**src/rtl/cpu_pkg.sv**
```systemverilog
`default_nettype none
// ============================================================================
// Module      : cpu_pkg
// Description : Shared PC-source codes, sequencer state encoding and defaults.
// Revision    : 1.0 - initial release
// ============================================================================
package cpu_pkg;

    localparam logic [1:0] PC_SRC_SEQ = 2'd0;
    localparam logic [1:0] PC_SRC_EX  = 2'd1;
    localparam logic [1:0] PC_SRC_MEM = 2'd2;

    localparam int RD_W_DEF = 6;

    typedef enum logic {
        ST_RUN       = 1'b0,
        ST_JMEM_WAIT = 1'b1
    } hz_state_e;

endpackage
`default_nettype wire

```
**src/rtl/hazard_ctrl_if.sv**
```systemverilog
`default_nettype none
// ============================================================================
// Module      : hazard_ctrl_if
// Description : Pipeline-side status inputs and PC/buffer control outputs.
// Revision    : 1.0 - initial release
// ============================================================================
interface hazard_ctrl_if #(
    parameter int RD_W  = 6,
    parameter int CNT_W = 16
);
    logic [RD_W-1:0]  id_rs_addr;
    logic [RD_W-1:0]  id_rt_addr;
    logic             id_uses_rs;
    logic             id_uses_rt;
    logic             ex_memread;
    logic             ex_regwrt;
    logic [RD_W-1:0]  ex_rd;
    logic             ex_br_taken;
    logic             ex_jump;
    logic             ex_jumpmem;
    logic             pc_en;
    logic [1:0]       pc_src;
    logic             ifid_en;
    logic             ifid_flush;
    logic             idex_flush;
    logic             busy;
    logic [CNT_W-1:0] stall_count;

    modport master (
        output id_rs_addr, id_rt_addr, id_uses_rs, id_uses_rt,
               ex_memread, ex_regwrt, ex_rd, ex_br_taken, ex_jump, ex_jumpmem,
        input  pc_en, pc_src, ifid_en, ifid_flush, idex_flush, busy, stall_count
    );

    modport slave (
        input  id_rs_addr, id_rt_addr, id_uses_rs, id_uses_rt,
               ex_memread, ex_regwrt, ex_rd, ex_br_taken, ex_jump, ex_jumpmem,
        output pc_en, pc_src, ifid_en, ifid_flush, idex_flush, busy, stall_count
    );
endinterface
`default_nettype wire

```
**src/rtl/hazard_ctrl_detect.sv**
```systemverilog
`default_nettype none
// ============================================================================
// Module      : hazard_detect
// Description : Combinational load-use comparator between ID sources and EX rd.
// Revision    : 1.0 - initial release
// ============================================================================
module hazard_detect #(
    parameter int RD_W = 6
) (
    input  wire logic [RD_W-1:0] rs_addr_i,
    input  wire logic [RD_W-1:0] rt_addr_i,
    input  wire logic            uses_rs_i,
    input  wire logic            uses_rt_i,
    input  wire logic            ex_memread_i,
    input  wire logic            ex_regwrt_i,
    input  wire logic [RD_W-1:0] ex_rd_i,
    output logic                 hazard_o
);
    logic w_rs_match;
    logic w_rt_match;

    assign w_rs_match = uses_rs_i && (rs_addr_i == ex_rd_i);
    assign w_rt_match = uses_rt_i && (rt_addr_i == ex_rd_i);
    assign hazard_o   = ex_memread_i && ex_regwrt_i && (w_rs_match || w_rt_match);
endmodule
`default_nettype wire

```
**src/rtl/hazard_ctrl.sv**
```systemverilog
`default_nettype none
// ============================================================================
// Module      : hazard_ctrl
// Description : PC / IF/ID / ID/EX sequencing for load-use stalls and EX transfers.
// Revision    : 1.0 - initial release
// ============================================================================
module hazard_ctrl
    import cpu_pkg::*;
#(
    parameter int RD_W    = RD_W_DEF,
    parameter int MEM_LAT = 2,
    parameter int CNT_W   = 16
) (
    input  wire logic     clk,
    input  wire logic     rst,
    hazard_ctrl_if.slave  bus
);
    localparam logic [3:0]       WAIT_INIT = 4'(MEM_LAT - 1);
    localparam logic [CNT_W-1:0] CNT_MAX   = {CNT_W{1'b1}};

    hz_state_e        state_q, state_d;
    logic [3:0]       wcnt_q, wcnt_d;
    logic [CNT_W-1:0] stall_cnt_q, stall_cnt_d;

    logic       w_hazard;
    logic       w_pc_en;
    logic [1:0] w_pc_src;
    logic       w_ifid_en;
    logic       w_ifid_flush;
    logic       w_idex_flush;
    logic       w_busy;

    hazard_detect #(
        .RD_W (RD_W)
    ) u_detect (
        .rs_addr_i    (bus.id_rs_addr),
        .rt_addr_i    (bus.id_rt_addr),
        .uses_rs_i    (bus.id_uses_rs),
        .uses_rt_i    (bus.id_uses_rt),
        .ex_memread_i (bus.ex_memread),
        .ex_regwrt_i  (bus.ex_regwrt),
        .ex_rd_i      (bus.ex_rd),
        .hazard_o     (w_hazard)
    );

    always_ff @(posedge clk or posedge rst) begin
        if (rst) begin
            state_q     <= ST_RUN;
            wcnt_q      <= 4'd0;
            stall_cnt_q <= '0;
        end else begin
            state_q     <= state_d;
            wcnt_q      <= wcnt_d;
            stall_cnt_q <= stall_cnt_d;
        end
    end

    always_comb begin
        state_d      = state_q;
        wcnt_d       = wcnt_q;
        w_pc_en      = 1'b1;
        w_pc_src     = PC_SRC_SEQ;
        w_ifid_en    = 1'b1;
        w_ifid_flush = 1'b0;
        w_idex_flush = 1'b0;
        w_busy       = 1'b0;

        // Reset wins combinationally so an in-flight jumpmem fetch is dropped at once.
        if (!rst) begin
            case (state_q)
                ST_RUN: begin
                    if (bus.ex_jumpmem) begin
                        w_pc_en      = 1'b0;
                        w_ifid_flush = 1'b1;
                        w_idex_flush = 1'b1;
                        state_d      = ST_JMEM_WAIT;
                        wcnt_d       = WAIT_INIT;
                    end else if (bus.ex_jump || bus.ex_br_taken) begin
                        w_pc_src     = PC_SRC_EX;
                        w_ifid_flush = 1'b1;
                        w_idex_flush = 1'b1;
                    end else if (w_hazard) begin
                        w_pc_en      = 1'b0;
                        w_ifid_en    = 1'b0;
                        w_idex_flush = 1'b1;
                    end
                end
                ST_JMEM_WAIT: begin
                    w_busy       = 1'b1;
                    w_ifid_flush = 1'b1;
                    w_idex_flush = 1'b1;
                    if (wcnt_q != 4'd0) begin
                        w_pc_en = 1'b0;
                        wcnt_d  = wcnt_q - 4'd1;
                    end else begin
                        w_pc_src = PC_SRC_MEM;
                        state_d  = ST_RUN;
                    end
                end
                default: begin
                    state_d = ST_RUN;
                    wcnt_d  = 4'd0;
                end
            endcase
        end
    end

    always_comb begin
        stall_cnt_d = stall_cnt_q;
        if (!w_pc_en && (stall_cnt_q != CNT_MAX)) begin
            stall_cnt_d = stall_cnt_q + 1'b1;
        end
    end

    assign bus.pc_en       = w_pc_en;
    assign bus.pc_src      = w_pc_src;
    assign bus.ifid_en     = w_ifid_en;
    assign bus.ifid_flush  = w_ifid_flush;
    assign bus.idex_flush  = w_idex_flush;
    assign bus.busy        = w_busy;
    assign bus.stall_count = stall_cnt_q;
endmodule
`default_nettype wire

```
**src/flat_wrapper.sv**
```systemverilog
// flat-port wrapper written by rule: the top's interface ports become plain ports
module hazard_ctrl_flat import cpu_pkg::*;
#(
    parameter int RD_W    = RD_W_DEF,
    parameter int MEM_LAT = 2,
    parameter int CNT_W   = 16
)
  (clk, rst, bus_id_rs_addr, bus_id_rt_addr, bus_id_uses_rs, bus_id_uses_rt, bus_ex_memread, bus_ex_regwrt, bus_ex_rd, bus_ex_br_taken, bus_ex_jump, bus_ex_jumpmem, bus_pc_en, bus_pc_src, bus_ifid_en, bus_ifid_flush, bus_idex_flush, bus_busy, bus_stall_count);
  hazard_ctrl_if #(.RD_W(RD_W), .CNT_W(CNT_W)) bus_i ();
  input  wire logic clk;
  input  wire logic rst;
  input wire logic [$bits(bus_i.id_rs_addr)-1:0] bus_id_rs_addr;
  input wire logic [$bits(bus_i.id_rt_addr)-1:0] bus_id_rt_addr;
  input wire logic [$bits(bus_i.id_uses_rs)-1:0] bus_id_uses_rs;
  input wire logic [$bits(bus_i.id_uses_rt)-1:0] bus_id_uses_rt;
  input wire logic [$bits(bus_i.ex_memread)-1:0] bus_ex_memread;
  input wire logic [$bits(bus_i.ex_regwrt)-1:0] bus_ex_regwrt;
  input wire logic [$bits(bus_i.ex_rd)-1:0] bus_ex_rd;
  input wire logic [$bits(bus_i.ex_br_taken)-1:0] bus_ex_br_taken;
  input wire logic [$bits(bus_i.ex_jump)-1:0] bus_ex_jump;
  input wire logic [$bits(bus_i.ex_jumpmem)-1:0] bus_ex_jumpmem;
  output wire logic [$bits(bus_i.pc_en)-1:0] bus_pc_en;
  output wire logic [$bits(bus_i.pc_src)-1:0] bus_pc_src;
  output wire logic [$bits(bus_i.ifid_en)-1:0] bus_ifid_en;
  output wire logic [$bits(bus_i.ifid_flush)-1:0] bus_ifid_flush;
  output wire logic [$bits(bus_i.idex_flush)-1:0] bus_idex_flush;
  output wire logic [$bits(bus_i.busy)-1:0] bus_busy;
  output wire logic [$bits(bus_i.stall_count)-1:0] bus_stall_count;
  assign bus_i.id_rs_addr = bus_id_rs_addr;
  assign bus_i.id_rt_addr = bus_id_rt_addr;
  assign bus_i.id_uses_rs = bus_id_uses_rs;
  assign bus_i.id_uses_rt = bus_id_uses_rt;
  assign bus_i.ex_memread = bus_ex_memread;
  assign bus_i.ex_regwrt = bus_ex_regwrt;
  assign bus_i.ex_rd = bus_ex_rd;
  assign bus_i.ex_br_taken = bus_ex_br_taken;
  assign bus_i.ex_jump = bus_ex_jump;
  assign bus_i.ex_jumpmem = bus_ex_jumpmem;
  assign bus_pc_en = bus_i.pc_en;
  assign bus_pc_src = bus_i.pc_src;
  assign bus_ifid_en = bus_i.ifid_en;
  assign bus_ifid_flush = bus_i.ifid_flush;
  assign bus_idex_flush = bus_i.idex_flush;
  assign bus_busy = bus_i.busy;
  assign bus_stall_count = bus_i.stall_count;
  hazard_ctrl #(.RD_W(RD_W), .MEM_LAT(MEM_LAT), .CNT_W(CNT_W)) u_core (.clk(clk), .rst(rst), .bus(bus_i));
endmodule
```
**config.mk**
```make
export PLATFORM = sky130hd
export DESIGN_NAME = hazard_ctrl_flat
export DESIGN_NICKNAME = d
export VERILOG_FILES = /design/src/rtl/cpu_pkg.sv /design/src/rtl/hazard_ctrl_if.sv /design/src/rtl/hazard_ctrl_detect.sv /design/src/rtl/hazard_ctrl.sv /design/src/flat_wrapper.sv
export SDC_FILE = /design/constraint.sdc
export NUM_CORES = 1
export LEC_CHECK = 0
export ABC_AREA = 1
export CAP_MARGIN = 10
export CORE_ASPECT_RATIO = 1.25
export CORE_MARGIN = 2
export CORE_UTILIZATION = 33
export DETAILED_ROUTE_END_ITERATION = 8
export HOLD_SLACK_MARGIN = 0.02
export SYNTH_ARGS = -nofsm -noshare
export SYNTH_HDL_FRONTEND = slang
export SYNTH_HIERARCHICAL = 1
export SYNTH_SLANG_ARGS = --single-unit
```
**constraint.sdc**
```tcl
create_clock -name clk -period 3.1 [get_ports clk]
set_input_delay 0.775 -clock clk [delete_from_list [all_inputs] [get_ports clk]]
set_output_delay 0.775 -clock clk [all_outputs]
set_load 0.01 [all_outputs]
```
After elaboration in Yosys (flattened, before gate mapping) --
Index checks and enable logic that the tools add are counted.
Word-level totals: register bits 21, input port bits 27, output and inout port bits 23, logic and storage cells 53
Cells by class: $add $sub $neg 2, equal/unequal tests 5, mux-type cells 31, bitwise gates (word level) 2, reductions and logical operators 10
Operators with widths (count):
- $mux 1 | 20
- $add 16x1->16 const B | 1
- $ne 16x16->1 const B | 1
- $eq 6x6->1 | 2
- $mux 4 | 2
- $pmux 1 s2 | 4
- $pmux 4 s2 | 1
- $mux 2 | 3
- $logic_and 1x1->1 | 5
- $ne 2x2->1 const B | 2
- $pmux 2 s2 | 1
- $reduce_bool 4->1 | 1
- $sub 4x1->4 const B | 1
- $reduce_and 3->1 | 1
- $logic_or 1x1->1 | 2
- $not 1->1 | 2
- $logic_not 1->1 | 1

Logic depth before layout (Yosys ltp) --
depth after elaboration 11, gate-level depth with buffers 18, gate-level depth less buffers 17

Cells and area by module --
Netlist, hierarchy kept.
Modules (own cells, without submodules):
- hazard_ctrl | times used 1, cells an instance 195, area an instance 1381.3 um^2, seq. area each 525.5 um^2
- hazard_detect | times used 1, cells an instance 67, area an instance 262.8 um^2, seq. area each 0.0 um^2

Least setup slack after synthesis --
Ideal clock, no wire load.
path type input to output, start point input port bus_ex_rd[3], end point output port bus_pc_en, arrival time 1.600 ns, data required time 2.325 ns, path slack 0.725 ns, stages 12, path buffers 0, cell sequence inv_1 > nand2_1 > nand2_1 > nand3_1 > nor2_2 > nor2_1 > nor2_1 > inv_1 > nor2_1 > nand2_1 > nand2_2 > nand2_4
Between the ends: word-level cells in the longest chain between the ends 9, elaborated cells between the ends (all ways) 11, those cells by class eq/ne (2); mux (5); reduce/logical (4)
RTL lines:
- from (decl) | RTL line flat_wrapper.sv:18 | input wire logic [$bits(bus_i.ex_rd)-1:0] bus_ex_rd;
- $eq 6x6->1 (on tied branches) | RTL line hazard_ctrl_detect.sv:22, hazard_ctrl_detect.sv:23
- $logic_and 1x1->1 (on tied branches) | RTL line hazard_ctrl_detect.sv:22, hazard_ctrl_detect.sv:23
- $logic_or 1x1->1 (*) | RTL line hazard_ctrl_detect.sv:24 | assign hazard_o = ex_memread_i && ex_regwrt_i && (w_rs_match || w_rt_match);
- $logic_and 1x1->1 (*) | RTL line hazard_ctrl_detect.sv:24
- named net u_core.w_hazard | RTL line hazard_ctrl.sv:25 | logic w_hazard;
- $mux 1 (*) | RTL line hazard_ctrl.sv:82 | end else if (w_hazard) begin
- $mux 1 (*) | RTL line hazard_ctrl.sv:78 | end else if (bus.ex_jump || bus.ex_br_taken) begin
- $mux 1 (*) | RTL line hazard_ctrl.sv:72 | if (bus.ex_jumpmem) begin
- $pmux 1 s2 (*) | RTL line hazard_ctrl.sv:70 | case (state_q)
- $mux 1 (*) | RTL line hazard_ctrl.sv:69 | if (!rst) begin
- to (decl) | RTL line flat_wrapper.sv:22 | output wire logic [$bits(bus_i.pc_en)-1:0] bus_pc_en;
The timed path passes the listed nets; every way through them passes the cells marked *.

Final worst setup path --
start point input port bus_id_uses_rs, end point output port bus_pc_en
Between the ends: word-level cells in the longest chain between the ends 8
RTL lines:
- from (decl) | RTL line flat_wrapper.sv:14 | input wire logic [$bits(bus_i.id_uses_rs)-1:0] bus_id_uses_rs;
- $logic_and 1x1->1 | RTL line hazard_ctrl_detect.sv:22 | assign w_rs_match = uses_rs_i && (rs_addr_i == ex_rd_i);
- $logic_or 1x1->1 | RTL line hazard_ctrl_detect.sv:24
- $logic_and 1x1->1 | RTL line hazard_ctrl_detect.sv:24
- named net u_core.w_hazard | RTL line hazard_ctrl.sv:25
- $mux 1 | RTL line hazard_ctrl.sv:82
- $mux 1 | RTL line hazard_ctrl.sv:78
- $mux 1 | RTL line hazard_ctrl.sv:72
- $pmux 1 s2 | RTL line hazard_ctrl.sv:70
- $mux 1 | RTL line hazard_ctrl.sv:69
The timed path passes the listed nets, and every way through them passes these cells.

==> impl_results.md <==
- Status: finished clean
- CP max stage cell: clkdlybuf4s50_1
- Syn Inst Count: 262
- Final #Nets: about 350
- Area growth, synth to finish: 39.8%
- First-pass GRT wire length: 7040 µm
- Die area: 0.00557 mm²
- Post-Route Skew: 2.55 ps
- YS warnings: 6
- Core outline area: 0.00476 mm²
- Measured slew at the worst slew-check pin: 389 ps
- Vias in the first global route: about 1,600
- Diodes inserted: 0
- Min Hold Slack: 497 ps
- Root Driver: clkbuf_8
- DP HPWL: 3070 µm
- Die height: between 80 and 90 µm
- WP data arrival: 2150 ps
- Clock latency on the worst-skew pair: 260 ps
- Crit path depth: 13
- RSZ-0062 raised after global routing: yes
- DRC violations left: 0
- Port bufs: between 40 and 50
- Delay of the slowest cell on the worst path: 460 ps
- IR drop worst, VDD: 226 µV
- Crit Path Category: in2out
- GR Overflow Total: 0
- RD Place Congestion: 0.803
- Cell Chain, Critical Path: clkdlybuf4s50_1 > nand2_1 > nor2_2 > nand2_1 > nor2_1 > nor2_1 > nor2_1 > inv_1 > nor2_2 > nand2_1 > nand2_2 > nand2_4 > buf_6
- Via count: 1,690
- Reg2reg end: u_core/bus.stall_count[4]$_DFFE_PP0P_
- Worst setup slack after placement: -349 ps
- Gr usage total: 0.158
- Worst Setup Slack, final: 180 ps
- Final WL: 4070 µm
- Max-cap check violation count: 0
- CP startpoint kind: primary input
- Final Hold Vio Count: 0
- Crit. Startpoint: bus_id_uses_rs
- Max-slew violation count: 0
- Yosys top cell by area: dfrtp_1
- Syn_area_per_cell: ~6.3 µm²
- Fraction of layout cells with a size suffix above 1: 0.127
- Mapped Area: 0.00164 mm²
- Multi-input logic area: 951 µm²
- DRT Pass-1 Iters: 4
- Starting Density: 0.345
- Clk buf depth: 2
- Setup TNS: 0 ps
- CTS tree: built
- Row Count: 28
- CP Max Fanout: 2
- R2R depth: 10
- Worst setup endpoint: bus_pc_en
- Area share of the largest cell type after synthesis: 0.320
- Synth unique cells: 26
- Rel. slew slack: 0.740
- Drt wl/cell: 10.8 µm
- Vias/cell: about 4.5
- Minimum clock period: ~3000 ps
- Flop2flop setup slack: roughly 1500 ps
- Number of nets with antenna violations after routing: 0
- Hold/Removal Path Class: reg2reg
- Commonest cells after routing, fill and taps aside: nand2_1, inv_1, clkdlybuf4s50_1, nor2_1, dfrtp_1
- Initial antenna violation count: 0
- Final Power: just over 0.001 W
- Worst EP required: about 2300 ps
- Sink Count: 21
- Worst setup EP type: primary output
- # IOs: 50
- Seq. cell area: 526 µm²
- Synthesized net count: 292
- Fill count: 498
- CP bufs+invs: 3
- Most common cell after layout, fill and taps aside: nand2_1
- Pwr per Cell Area: 446 mW/mm²
- DR iter-0 viols: ~80
- Clock transition at path regs: 80 ps
- Lkg Pwr: 1.26 nW
- CTS H-tree lvls: 1
- Sequential area share after synthesis: 0.320
- Crit share post-route: 0.942
- Largest net degree at the start of global routing: 22
- Finish-stage setup viols: 0
- FMAX: 0.342 GHz
- Horiz. Die Dim: 67.1 µm
- RR Startpoint: u_core/wcnt_q[0]$_DFFE_PP0P_
- Top post-synthesis cells by area: dfrtp_1, nand2_1, inv_1
- Worst path top cell family by delay: simple AND/OR/NAND/NOR gates
- Register bit total from synthesis: 21
- CTS Buf Count: 3
[per-layer routing]
| metal | global-route usage | part of all wire |
|---|---|---|
| met4 | 0.0445 | 0.010 |
| met5 | 0 | 0 |
| met1 | 0.199 | 0.43 |
| met3 | 0.0339 | 0.050 |
| met2 | 0.265 | 0.51 |
[cells by family after synthesis]
kind of cell / after synthesis / share of synthesized area
xor+xnor: 7 / 0.0373
fa+ha+maj: 3 / 0.0228
compound gates: 12 / 0.0381
flops: 21 / 0.320
simple gates: 177 / 0.473
buf+inv: 42 / 0.110
[cells in the mapped netlist (all sizes together)]
cell type  number
a21oi           2
a31oi           1
buf             3
clkinv          1
dfrtp          21
ha              3
inv            38
nand2         118
nand3          11
nand4           8
nor2           36
nor3            2
nor4            1
o21ai           8
o22ai           1
or2             1
xnor2           4
xor2            3
[per-stage QoR]
stage | util | instance area (µm²) | std cells
floorplan | - | 1640 | 262
global placement | 0.461 | 2200 | 371
detailed placement | 0.461 | 2200 | 371
CTS | 0.470 | 2240 | 375
global route | 0.482 | 2300 | 376
finish | 0.482 | 2300 | 376
[where the power goes]
part	switching [W]	internal, W
logic	0.000228	0.000207
clock network	0.0000943	0.0000897
registers	0.0000756	0.000330
total	0.000398	0.000627
[registers in the layout, indices dropped and copies added (netlist names)]
| name | cells |
|---|---|
| u_core/state_q | 1 |
| u_core/wcnt_q | 4 |
| u_core/bus.stall_count | 16 |
[worst min path at each step]
stage,to,start,slack (ps),cells after the start
finish,u_core/wcnt_q[0]$_DFFE_PP0P_,u_core/wcnt_q[0]$_DFFE_PP0P_,500,1
detailed placement,u_core/wcnt_q[0]$_DFFE_PP0P_,u_core/wcnt_q[0]$_DFFE_PP0P_,490,1
CTS,u_core/wcnt_q[0]$_DFFE_PP0P_,u_core/wcnt_q[0]$_DFFE_PP0P_,500,1
global route,u_core/wcnt_q[0]$_DFFE_PP0P_,u_core/wcnt_q[0]$_DFFE_PP0P_,550,1
floorplan,u_core/wcnt_q[0]$_DFFE_PP0P_,u_core/wcnt_q[0]$_DFFE_PP0P_,460,1
global placement,u_core/wcnt_q[0]$_DFFE_PP0P_,u_core/wcnt_q[0]$_DFFE_PP0P_,470,1
[cell type report]
| class | count | area share |
|---|---|---|
| inverter | 39 | 0.0637 |
| clock inverter | 1 | 0.00218 |
| multi-input combinational | 199 | 0.414 |
| clock buffer | 3 | 0.0180 |
| timing repair buffer | 53 | 0.241 |
| tap | 60 | 0.0327 |
| sequential | 21 | 0.229 |
[repair_timing]
action | CTS | global route
cloned | 0 | 0
resized for setup | 6 | 33
hold buffers | 0 | 0
buffers inserted | 0 | 1
setup endpoints to repair | 3 | 4
pin swaps | 0 | 14
(Power assumes the default switching activity.)
